==> src/rtl/hpu_pkg.sv <==
// Shared definitions for the HPU run sequencer.
// Contents: default widths for item index/count, address and packet counter,
// and the sequencer state encoding.
package hpu_pkg;

  localparam int unsigned ITEM_W_DEF = 16;
  localparam int unsigned ADDR_W_DEF = 20;
  localparam int unsigned PKT_W_DEF  = 16;

  typedef enum logic [2:0] {
    ST_IDLE = 3'd0,
    ST_MATW = 3'd1,
    ST_GAP  = 3'd2,
    ST_RUN  = 3'd3,
    ST_DONE = 3'd4
  } hpu_state_e;

endpackage

==> src/rtl/hpu_seq_ctrl_if.sv <==
// Output stream (M_AXIS) handshake as seen by the HPU sequencer.
// Signals: dst_valid (TVALID), dst_ready (TREADY), dst_last (TLAST).
// Modports: master = stream source, slave = stream sink,
// monitor = passive observer (used by hpu_seq_ctrl).
interface hpu_seq_ctrl_if;

  logic dst_valid;
  logic dst_ready;
  logic dst_last;

  modport master  (output dst_valid, output dst_last, input  dst_ready);
  modport slave   (input  dst_valid, input  dst_last, output dst_ready);
  modport monitor (input  dst_valid, input  dst_ready, input dst_last);

endinterface

==> src/rtl/hpu_seq_ctrl.sv <==
// HPU run sequencer. A start pulse latches the job configuration, runs the
// item-memory fill phase (matw, mat_a), one settle cycle, then the run phase
// (run, last), and finishes after the final output packet.
// Ports:
//   AXIS_ACLK, AXIS_ARESETN    clock, async active-low reset
//   start, abort, err_clr      job control
//   cfg_*                      job configuration, sampled on accepted start
//   dst                        monitored output stream handshake
//   matw, mat_a                fill phase strobe and item-memory address
//   run, last                  run phase strobe, final packet in progress
//   addr_i, addr_j, random_num latched configuration
//   pkt_cnt                    completed packets in the current job
//   busy, done, err_start      status
// All outputs are registered.
module hpu_seq_ctrl
  import hpu_pkg::*;
#(
  parameter int unsigned ITEM_W = ITEM_W_DEF,
  parameter int unsigned ADDR_W = ADDR_W_DEF,
  parameter int unsigned PKT_W  = PKT_W_DEF
) (
  input  logic              AXIS_ACLK,
  input  logic              AXIS_ARESETN,
  input  logic              start,
  input  logic              abort,
  input  logic [ITEM_W-1:0] cfg_item_num,
  input  logic [ADDR_W-1:0] cfg_ngram,
  input  logic [ADDR_W-1:0] cfg_dim_words,
  input  logic [PKT_W-1:0]  cfg_pkt_num,
  input  logic              cfg_skip_matw,
  input  logic              err_clr,
  hpu_seq_ctrl_if.monitor   dst,
  output logic              matw,
  output logic              run,
  output logic              last,
  output logic [ITEM_W-1:0] mat_a,
  output logic [ADDR_W-1:0] addr_i,
  output logic [ADDR_W-1:0] addr_j,
  output logic [ITEM_W-1:0] random_num,
  output logic [PKT_W-1:0]  pkt_cnt,
  output logic              busy,
  output logic              done,
  output logic              err_start
);

  hpu_state_e        state_q, state_d;
  logic [PKT_W-1:0]  pkt_num_q, pkt_num_d;
  logic              matw_d, run_d, last_d, busy_d, done_d, err_start_d;
  logic [ITEM_W-1:0] mat_a_d, random_num_d;
  logic [ADDR_W-1:0] addr_i_d, addr_j_d;
  logic [PKT_W-1:0]  pkt_cnt_d;
  logic              pkt_end;

  assign pkt_end = dst.dst_valid & dst.dst_ready & dst.dst_last;

  always_comb begin
    state_d      = state_q;
    pkt_num_d    = pkt_num_q;
    addr_i_d     = addr_i;
    addr_j_d     = addr_j;
    random_num_d = random_num;
    pkt_cnt_d    = pkt_cnt;
    mat_a_d      = '0;

    case (state_q)
      ST_IDLE: begin
        if (start && !abort) begin
          addr_i_d     = cfg_dim_words;
          addr_j_d     = cfg_ngram;
          random_num_d = cfg_item_num;
          pkt_num_d    = cfg_pkt_num;
          pkt_cnt_d    = '0;
          // The skip decision is taken on this edge, so it needs no latch.
          state_d      = cfg_skip_matw ? ST_RUN : ST_MATW;
        end
      end
      ST_MATW: begin
        if (abort) begin
          state_d = ST_IDLE;
        end else if (mat_a == random_num) begin
          state_d = ST_GAP;
        end else begin
          mat_a_d = mat_a + 1'b1;
        end
      end
      ST_GAP: begin
        state_d = abort ? ST_IDLE : ST_RUN;
      end
      ST_RUN: begin
        if (abort) begin
          state_d = ST_IDLE;
        end else if (pkt_end) begin
          pkt_cnt_d = pkt_cnt + 1'b1;
          if (pkt_cnt == pkt_num_q) begin
            state_d = ST_DONE;
          end
        end
      end
      ST_DONE: begin
        state_d = ST_IDLE;
      end
      default: begin
        state_d = ST_IDLE;
      end
    endcase

    // Outputs are decoded from the next state so they change with the state.
    matw_d = (state_d == ST_MATW);
    run_d  = (state_d == ST_RUN);
    last_d = run_d && (pkt_cnt_d == pkt_num_d);
    busy_d = (state_d != ST_IDLE);
    done_d = (state_d == ST_DONE);

    // A start while busy wins over a same-cycle clear.
    if (start && (state_q != ST_IDLE)) begin
      err_start_d = 1'b1;
    end else if (err_clr) begin
      err_start_d = 1'b0;
    end else begin
      err_start_d = err_start;
    end
  end

  always_ff @(posedge AXIS_ACLK or negedge AXIS_ARESETN) begin
    if (!AXIS_ARESETN) begin
      state_q    <= ST_IDLE;
      pkt_num_q  <= '0;
      matw       <= 1'b0;
      run        <= 1'b0;
      last       <= 1'b0;
      mat_a      <= '0;
      addr_i     <= '0;
      addr_j     <= '0;
      random_num <= '0;
      pkt_cnt    <= '0;
      busy       <= 1'b0;
      done       <= 1'b0;
      err_start  <= 1'b0;
    end else begin
      state_q    <= state_d;
      pkt_num_q  <= pkt_num_d;
      matw       <= matw_d;
      run        <= run_d;
      last       <= last_d;
      mat_a      <= mat_a_d;
      addr_i     <= addr_i_d;
      addr_j     <= addr_j_d;
      random_num <= random_num_d;
      pkt_cnt    <= pkt_cnt_d;
      busy       <= busy_d;
      done       <= done_d;
      err_start  <= err_start_d;
    end
  end

endmodule

==> src/flat_wrapper.sv <==
// flat-port wrapper written by rule: the top's interface ports become plain ports
module hpu_seq_ctrl_flat import hpu_pkg::*;
#(
  parameter int unsigned ITEM_W = ITEM_W_DEF,
  parameter int unsigned ADDR_W = ADDR_W_DEF,
  parameter int unsigned PKT_W  = PKT_W_DEF
)
  (AXIS_ACLK, AXIS_ARESETN, start, abort, cfg_item_num, cfg_ngram, cfg_dim_words, cfg_pkt_num, cfg_skip_matw, err_clr, matw, run, last, mat_a, addr_i, addr_j, random_num, pkt_cnt, busy, done, err_start, dst_dst_valid, dst_dst_ready, dst_dst_last);
  hpu_seq_ctrl_if dst_i ();
  input  logic AXIS_ACLK;
  input  logic AXIS_ARESETN;
  input  logic start;
  input  logic abort;
  input  logic [ITEM_W-1:0] cfg_item_num;
  input  logic [ADDR_W-1:0] cfg_ngram;
  input  logic [ADDR_W-1:0] cfg_dim_words;
  input  logic [PKT_W-1:0] cfg_pkt_num;
  input  logic cfg_skip_matw;
  input  logic err_clr;
  output logic matw;
  output logic run;
  output logic last;
  output logic [ITEM_W-1:0] mat_a;
  output logic [ADDR_W-1:0] addr_i;
  output logic [ADDR_W-1:0] addr_j;
  output logic [ITEM_W-1:0] random_num;
  output logic [PKT_W-1:0] pkt_cnt;
  output logic busy;
  output logic done;
  output logic err_start;
  input wire logic [$bits(dst_i.dst_valid)-1:0] dst_dst_valid;
  input wire logic [$bits(dst_i.dst_ready)-1:0] dst_dst_ready;
  input wire logic [$bits(dst_i.dst_last)-1:0] dst_dst_last;
  assign dst_i.dst_valid = dst_dst_valid;
  assign dst_i.dst_ready = dst_dst_ready;
  assign dst_i.dst_last = dst_dst_last;
  hpu_seq_ctrl #(.ITEM_W(ITEM_W), .ADDR_W(ADDR_W), .PKT_W(PKT_W)) u_core (.AXIS_ACLK(AXIS_ACLK), .AXIS_ARESETN(AXIS_ARESETN), .start(start), .abort(abort), .cfg_item_num(cfg_item_num), .cfg_ngram(cfg_ngram), .cfg_dim_words(cfg_dim_words), .cfg_pkt_num(cfg_pkt_num), .cfg_skip_matw(cfg_skip_matw), .err_clr(err_clr), .dst(dst_i), .matw(matw), .run(run), .last(last), .mat_a(mat_a), .addr_i(addr_i), .addr_j(addr_j), .random_num(random_num), .pkt_cnt(pkt_cnt), .busy(busy), .done(done), .err_start(err_start));
endmodule
==> config.mk <==
export PLATFORM = sky130hd
export DESIGN_NAME = hpu_seq_ctrl_flat
export DESIGN_NICKNAME = d
export VERILOG_FILES = /design/src/rtl/hpu_pkg.sv /design/src/rtl/hpu_seq_ctrl_if.sv /design/src/rtl/hpu_seq_ctrl.sv /design/src/flat_wrapper.sv
export SDC_FILE = /design/constraint.sdc
export NUM_CORES = 1
export LEC_CHECK = 0
export ABC_AREA = 1
export BUFFER_PORTS_ARGS = -buffer_cell sky130_fd_sc_hd__buf_4
export CORE_ASPECT_RATIO = 1.1
export CORE_MARGIN = 4
export CORE_UTILIZATION = 40
export DETAILED_ROUTE_END_ITERATION = 12
export GPL_ROUTABILITY_DRIVEN = 0
export GPL_TIMING_DRIVEN = 1
export PLACE_DENSITY_LB_ADDON = 0.08
export SYNTH_ARGS = -nofsm -noshare
export SYNTH_HDL_FRONTEND = slang
export SYNTH_SLANG_ARGS = --single-unit
==> constraint.sdc <==
create_clock -name AXIS_ACLK -period 1.6 [get_ports AXIS_ACLK]
set_input_delay 0.08 -clock AXIS_ACLK [delete_from_list [all_inputs] [get_ports AXIS_ACLK]]
set_output_delay 0.08 -clock AXIS_ACLK [all_outputs]
set_load 0.05 [all_outputs]
# Word-level counts from Yosys, hierarchy flattened
# Index checks and enable logic that the tools add are counted.
classes:
  reduce_logical: 9
  n_eq_ne: 9
  n_lt_le_gt_ge: 0
  mux: 20
  n_div: 0
  multipliers: 0
  add_sub_neg: 2
  bitwise: 2
  shifts: 0
ops:
  columns: ["op", "count"]
  rows:
  - ["16-bit 2-to-1 mux", 8]
  - ["16-bit == test", 3]
  - ["16-bit by 1-bit adder with 16-bit output (second input constant)", 2]
  - ["16-bit case mux with 2 select lines", 1]
  - ["3-bit 2-to-1 mux", 6]
  - ["3-bit case mux with 4 select lines", 1]
  - ["3-bit by 2-bit == test with 1-bit output (second input constant)", 3]
  - ["3-bit by 1-bit == test with 1-bit output (second input constant)", 2]
  - ["3-bit nonzero test", 2]
  - ["2-bit 2-to-1 mux", 2]
  - ["3-bit == test (second input constant)", 1]
  - ["1-bit logical AND", 3]
  - ["3-bit logical NOT", 1]
  - ["1-bit bitwise AND", 2]
  - ["1-bit 2-to-1 mux", 2]
  - ["2-bit AND reduction", 1]
  - ["2-bit nonzero test", 1]
  - ["1-bit logical NOT", 1]
word_totals:
  mem_bits_ro: 0
  ram_bits: 0
  latch_bits: 0
  regBits: 113
  n_memories: 0

# Logic depth before layout (Yosys ltp)
logic_depth:
  word_depth: 7
  ltp_mapped: 15
  mapped_depth_nobuf: 14

# Worst setup path after synthesis
# No wires, ideal clock.
synth_path:
  path_kind: "register to register"
  from: "reg u_core.mat_a[0]"
  to: "reg u_core.mat_a[12]"
  synth_period_minus_slack_ns: 2.096
  path_buffers: 0
  path_stages_with_launch: 10
  arrival_ns: 1.976
  t_required_ns: 1.481
  setup_slack_ns: -0.496
  path_cell_list: "dfrtp_1 > ha_1 > nand2_1 > nor2_1 > nand3_1 > nor3_1 > nand4_1 > inv_1 > a31oi_1 > o21a_1"
synth_via:
  elab_chain_len: 4
  word_cells_on_any_way: 5
  cone_classes: "add/sub (1); eq/ne (1); mux (3)"
synth_lines:
  columns: ["element", "line_no", "rtl"]
  rows:
  - ["start: declaration", "hpu_seq_ctrl.sv:36", "output logic [ITEM_W-1:0] mat_a,"]
  - ["start signal: assignment", "hpu_seq_ctrl.sv:145", "mat_a <= mat_a_d;"]
  - ["16-bit by 1-bit adder with 16-bit output or 16-bit == test (tied branches)", "hpu_seq_ctrl.sv:83, hpu_seq_ctrl.sv:80", null]
  - ["16-bit 2-to-1 mux *", "hpu_seq_ctrl.sv:80", "end else if (mat_a == random_num) begin"]
  - ["16-bit 2-to-1 mux *", "hpu_seq_ctrl.sv:78", "if (abort) begin"]
  - ["16-bit 2-to-1 mux *", "hpu_seq_ctrl.sv:65", "case (state_q)"]
  - ["via u_core.mat_a_d[12]", "hpu_seq_ctrl.sv:49", "logic [ITEM_W-1:0] mat_a_d, random_num_d;"]
# The timed path passes the listed nets; every way through them passes the cells marked *.
# A chain may end at the register's enable or synchronous reset.

# Worst setup path after layout
layout_path:
  from: "reg u_core.state_q[2]"
  to: "reg u_core.last"
layout_via:
  elab_chain_len: 6
  word_cells_on_any_way: 16
  cone_classes: "eq/ne (5); mux (9); reduce/logical (2)"
layout_lines:
  columns: ["element", "line_no", "rtl"]
  rows:
  - ["start: declaration", "hpu_seq_ctrl.sv:46", "hpu_state_e state_q, state_d;"]
  - ["start signal: assignment", "hpu_seq_ctrl.sv:140", "state_q <= state_d;"]
  - ["3-bit 2-to-1 mux", "hpu_seq_ctrl.sv:94", "if (pkt_cnt == pkt_num_q) begin"]
  - ["3-bit 2-to-1 mux", "hpu_seq_ctrl.sv:92", "end else if (pkt_end) begin"]
  - ["3-bit 2-to-1 mux", "hpu_seq_ctrl.sv:90", "if (abort) begin"]
  - ["3-bit case mux with 4 select lines", "hpu_seq_ctrl.sv:65", null]
  - ["3-bit by 2-bit == test with 1-bit output", "hpu_seq_ctrl.sv:109", "run_d = (state_d == ST_RUN);"]
  - ["1-bit logical AND *", "hpu_seq_ctrl.sv:110", "last_d = run_d && (pkt_cnt_d == pkt_num_d);"]
  - ["via u_core.last_d", "hpu_seq_ctrl.sv:48", "logic matw_d, run_d, last_d, busy_d, done_d, err_start_d;"]
  - ["end signal: assignment", "hpu_seq_ctrl.sv:144", "last <= last_d;"]
  - ["end: declaration", "hpu_seq_ctrl.sv:35", "output logic last,"]
# Marks and branches as above.

==> out/qor.yml <==
run_status:
  outcome: "complete, but fails checks"
  violations: "setup timing"
route:
  drt-total-wl_um: 22400
  vias: 6809
  drcViolationCount: 0
  ant_nets: 0
  drt_iter0_drc: 412
  drtPass1Iterations: 5
  routed_via_density: 4.75
  wl_per_cell_um: 15.6
place:
  portBuffers: 174
  numPlacedInstances: 1289
  placed_cell_area_um2: 8600
  dp_hpwl_um: 13000
global_routing:
  antenna_found_initial: 0
  grt_overflow_total: 0
  grt_pass1_wl_um: 31400
  grt.total_usage_pct: 24.3
  grt_max_degree: 45
  grt_pass1_vias: 6493
worst_hold_path:
  holdCritStartpoint: "start"
  hp-class: "primary input to register"
final_layout:
  drive_gt1_share_pct: 53.2
  fill_cells: 899
  multiInputGateArea_um2: 3420
  fin_area_um2: 11400
  final_nets: 1311
  syn_to_final_growth_pct: 95.5
  num_antenna_cells: 0
  fin_cells: 1433
  ff_latch_area_um2: 2880
worst_setup_path:
  arrival_ns: 2.32
  r2r_start: "u_core.state_q[2]"
  path_max_fanout: 4
  crit_required_ns: 1.95
  critical_path_class: "register to register"
  startpoint: "u_core.state_q[2]"
  end_kind: "register"
  start_kind: "register"
timing:
  finalClockSkew_ns: 0.00893
  fin_ws_ns: -0.367
  setup_viol: 77
  rsz0062_at_grt: "true"
  slew_headroom_pct: 69.5
  worstMarginPinSlew_ns: 0.457
  max_freq_ghz: 0.509
  slew_violations: 0
  fin_crit_ns: 1.97
  timing_hold_violations_final: 0
  min_period_over_period_pct: 123
floorplanning:
  fp.dieH_um: 135
  die_w_um: 123
  num_rows: 46
  io_pins: 175
  dieArea_um2: 16600
  core_area_um2: 14300
  initial_utilization_pct: 40.7
job:
  drv_cap: 0
synth:
  netlist_instances: 787
  yosysUniqueCellTypes: 34
  synth.avg_cell_area_um2: 7.41
  syn-num-nets: 870
  ys_seq_area_share_pct: 48.5
  syn-cell-area_um2: 5830
  ys_ff_latch: 113
  ys_warn_count: 0
cts:
  worstSkewPairLatency_ns: 0.42
  clk_pin_slew_ns: 0.06
  cts_root_buffer: "clkbuf_16"
  cts_tree: "built"
  numCtsBuffers: 17
  cts.sinks: 113
  htreeDepth: 4
  clockBufferDepth: 2
power_and_ir_drop:
  p_total_mw: 19.7
  powerDensity_nw_per_um2: 1730
  p_leak_nw: 5.93
  max-vdd-ir-drop_mv: 1.31
==> report_power, final <==
part           total [mW]  switching [mW]  internal (mW)
registers            4.71           0.793           3.92
clock network        4.38            1.44           2.94
logic                10.6            6.39           4.23
total                19.7            8.62           11.1
==> kinds of logic after synthesis <==
logic type	after synthesis	synth area share [%]
and+or+nand+nor	509	36.9
adders and majority gates	2	0.429
DFF	113	48.5
xor gates and xnor gates	25	3.76
buffers and inverters	108	7.47
AOI/OAI and AO/OA	30	2.96
==> area by class of cell <==
| type | instances | area share, % |
|---|---|---|
| well taps | 192 | 2.11 |
| inverters | 89 | 2.96 |
| flip-flops and latches | 113 | 25.3 |
| clock buffers | 21 | 4.22 |
| repair buffers | 441 | 33.6 |
| multi-input cells | 566 | 30.0 |
| clock inverters | 11 | 1.75 |
==> worst max-delay path, cell delays in order (launching register included) <==
cell and delay [ns]:
dfrtp_1 0.41, inv_1 0.13, nand3_4 0.13, nor2_4 0.16, inv_2 0.06, nor2_1 0.14
nand2_1 0.11, o21ai_1 0.12, nand2_1 0.10, nand2_1 0.07, nand2_1 0.06, nor2_2 0.16
nand3_2 0.12, nor2_1 0.12
==> path summary, 6_finish.rpt <==
kind / slack, ns / cells after the start / end
max reg2reg: -0.37 / 13 / u_core.last
min: 0.04 / 4 / u_core.err_start
min reg2reg: 0.48 / 2 / u_core.addr_i[2]
max: -0.37 / 13 / u_core.last
min in group asynchronous: 0.16 / 2 / u_core.mat_a[15]
max in group asynchronous: 0.85 / 3 / u_core.addr_i[3]
==> repair_timing <==
item / 4_1_cts / 5_1_grt
hold endpoints to repair: 130 / 1
hold buffers: 67 / 1
cloned: 3 / 6
setup endpoints to repair: 67 / 90
pin swaps: 20 / 60
resized for setup: 60 / 225
buffers inserted: 16 / 31
==> metrics by stage <==
stage	setup slack (ns)	util [%]	TNS (ns)	hold slack [ns]
final	-0.367	79.5	-13.47	0.0379
after floorplan	-0.196	-	-0.883	-0.216
after detailed placement	-0.408	60.0	-11.58	0.0612
after global placement	-0.369	60.0	-8.83	0.0576
after CTS	-0.350	72.4	-1.05	0.00919
after global routing	-0.523	79.5	-18.88	0.0334
==> cell usage in the layout, fill, tap and decap left out, types with 15 or more instances in the layout <==
cell,synthesis,routed
buf_4,2,331
nand2_1,333,232
nand2_2,3,73
inv_1,85,72
dlygate4sd3_1,0,68
dfrtp_1,113,68
dfrtp_2,0,45
nor2_1,71,42
nand3_1,50,38
nand2_4,1,31
buf_6,2,24
clkbuf_16,0,23
nor2_4,3,19
xor2_1,18,18
nand4_1,17,17
inv_2,4,16
nor2_2,2,15
==> per-layer routing <==
layer | GRT usage (%) | routed length, um | up-vias
met5 | 0 | 0 | -
li1 | - | - | 3331
met1 | 29.6 | 8850 | 3195
met2 | 41.3 | 11500 | 234
met4 | 9.05 | 627 | 0
met3 | 6.54 | 1420 | 49
==> state kept, by name, indices dropped and copies added (netlist names) <==
signal and flops:
u_core.done 1, u_core.pkt_num_q 16, u_core.addr_i 20, u_core.err_start 1, u_core.pkt_cnt 16, u_core.busy 1
u_core.run 1, u_core.last 1, u_core.random_num 16, u_core.mat_a 16, u_core.state_q 3, u_core.matw 1
u_core.addr_j 20
==> Yosys cell counts <==
cell type	instances	area, um2
nand2_1	333	1250
dfrtp_1	113	2830
inv_1	85	319
nor2_1	71	267
nand3_1	50	250
xor2_1	18	158
nand4_1	17	106
o21ai_0	15	75.1
clkbuf_1	9	33.8
or2_2	9	56.3
xnor2_1	7	61.3
buf_2	6	30.0
nor3b_1	5	37.5
inv_2	4	15.0
nor3_1	4	20.0
nor4_1	4	25.0
o21ai_2	4	35.0
a21oi_1	3	15.0
a31oi_1	3	18.8
nand2_2	3	18.8
nand3_2	3	30.0
nor2_4	3	33.8
o21ai_1	3	15.0
buf_4	2	15.0
buf_6	2	22.5
ha_1	2	25.0
nor2_2	2	12.5
and3_1	1	6.26
nand2_4	1	11.3
nand3b_1	1	7.51
nor3_2	1	10.0
o21a_1	1	7.51
o22ai_1	1	6.26
or2_1	1	6.26
Note: power is estimated with default switching activity, not from simulation.
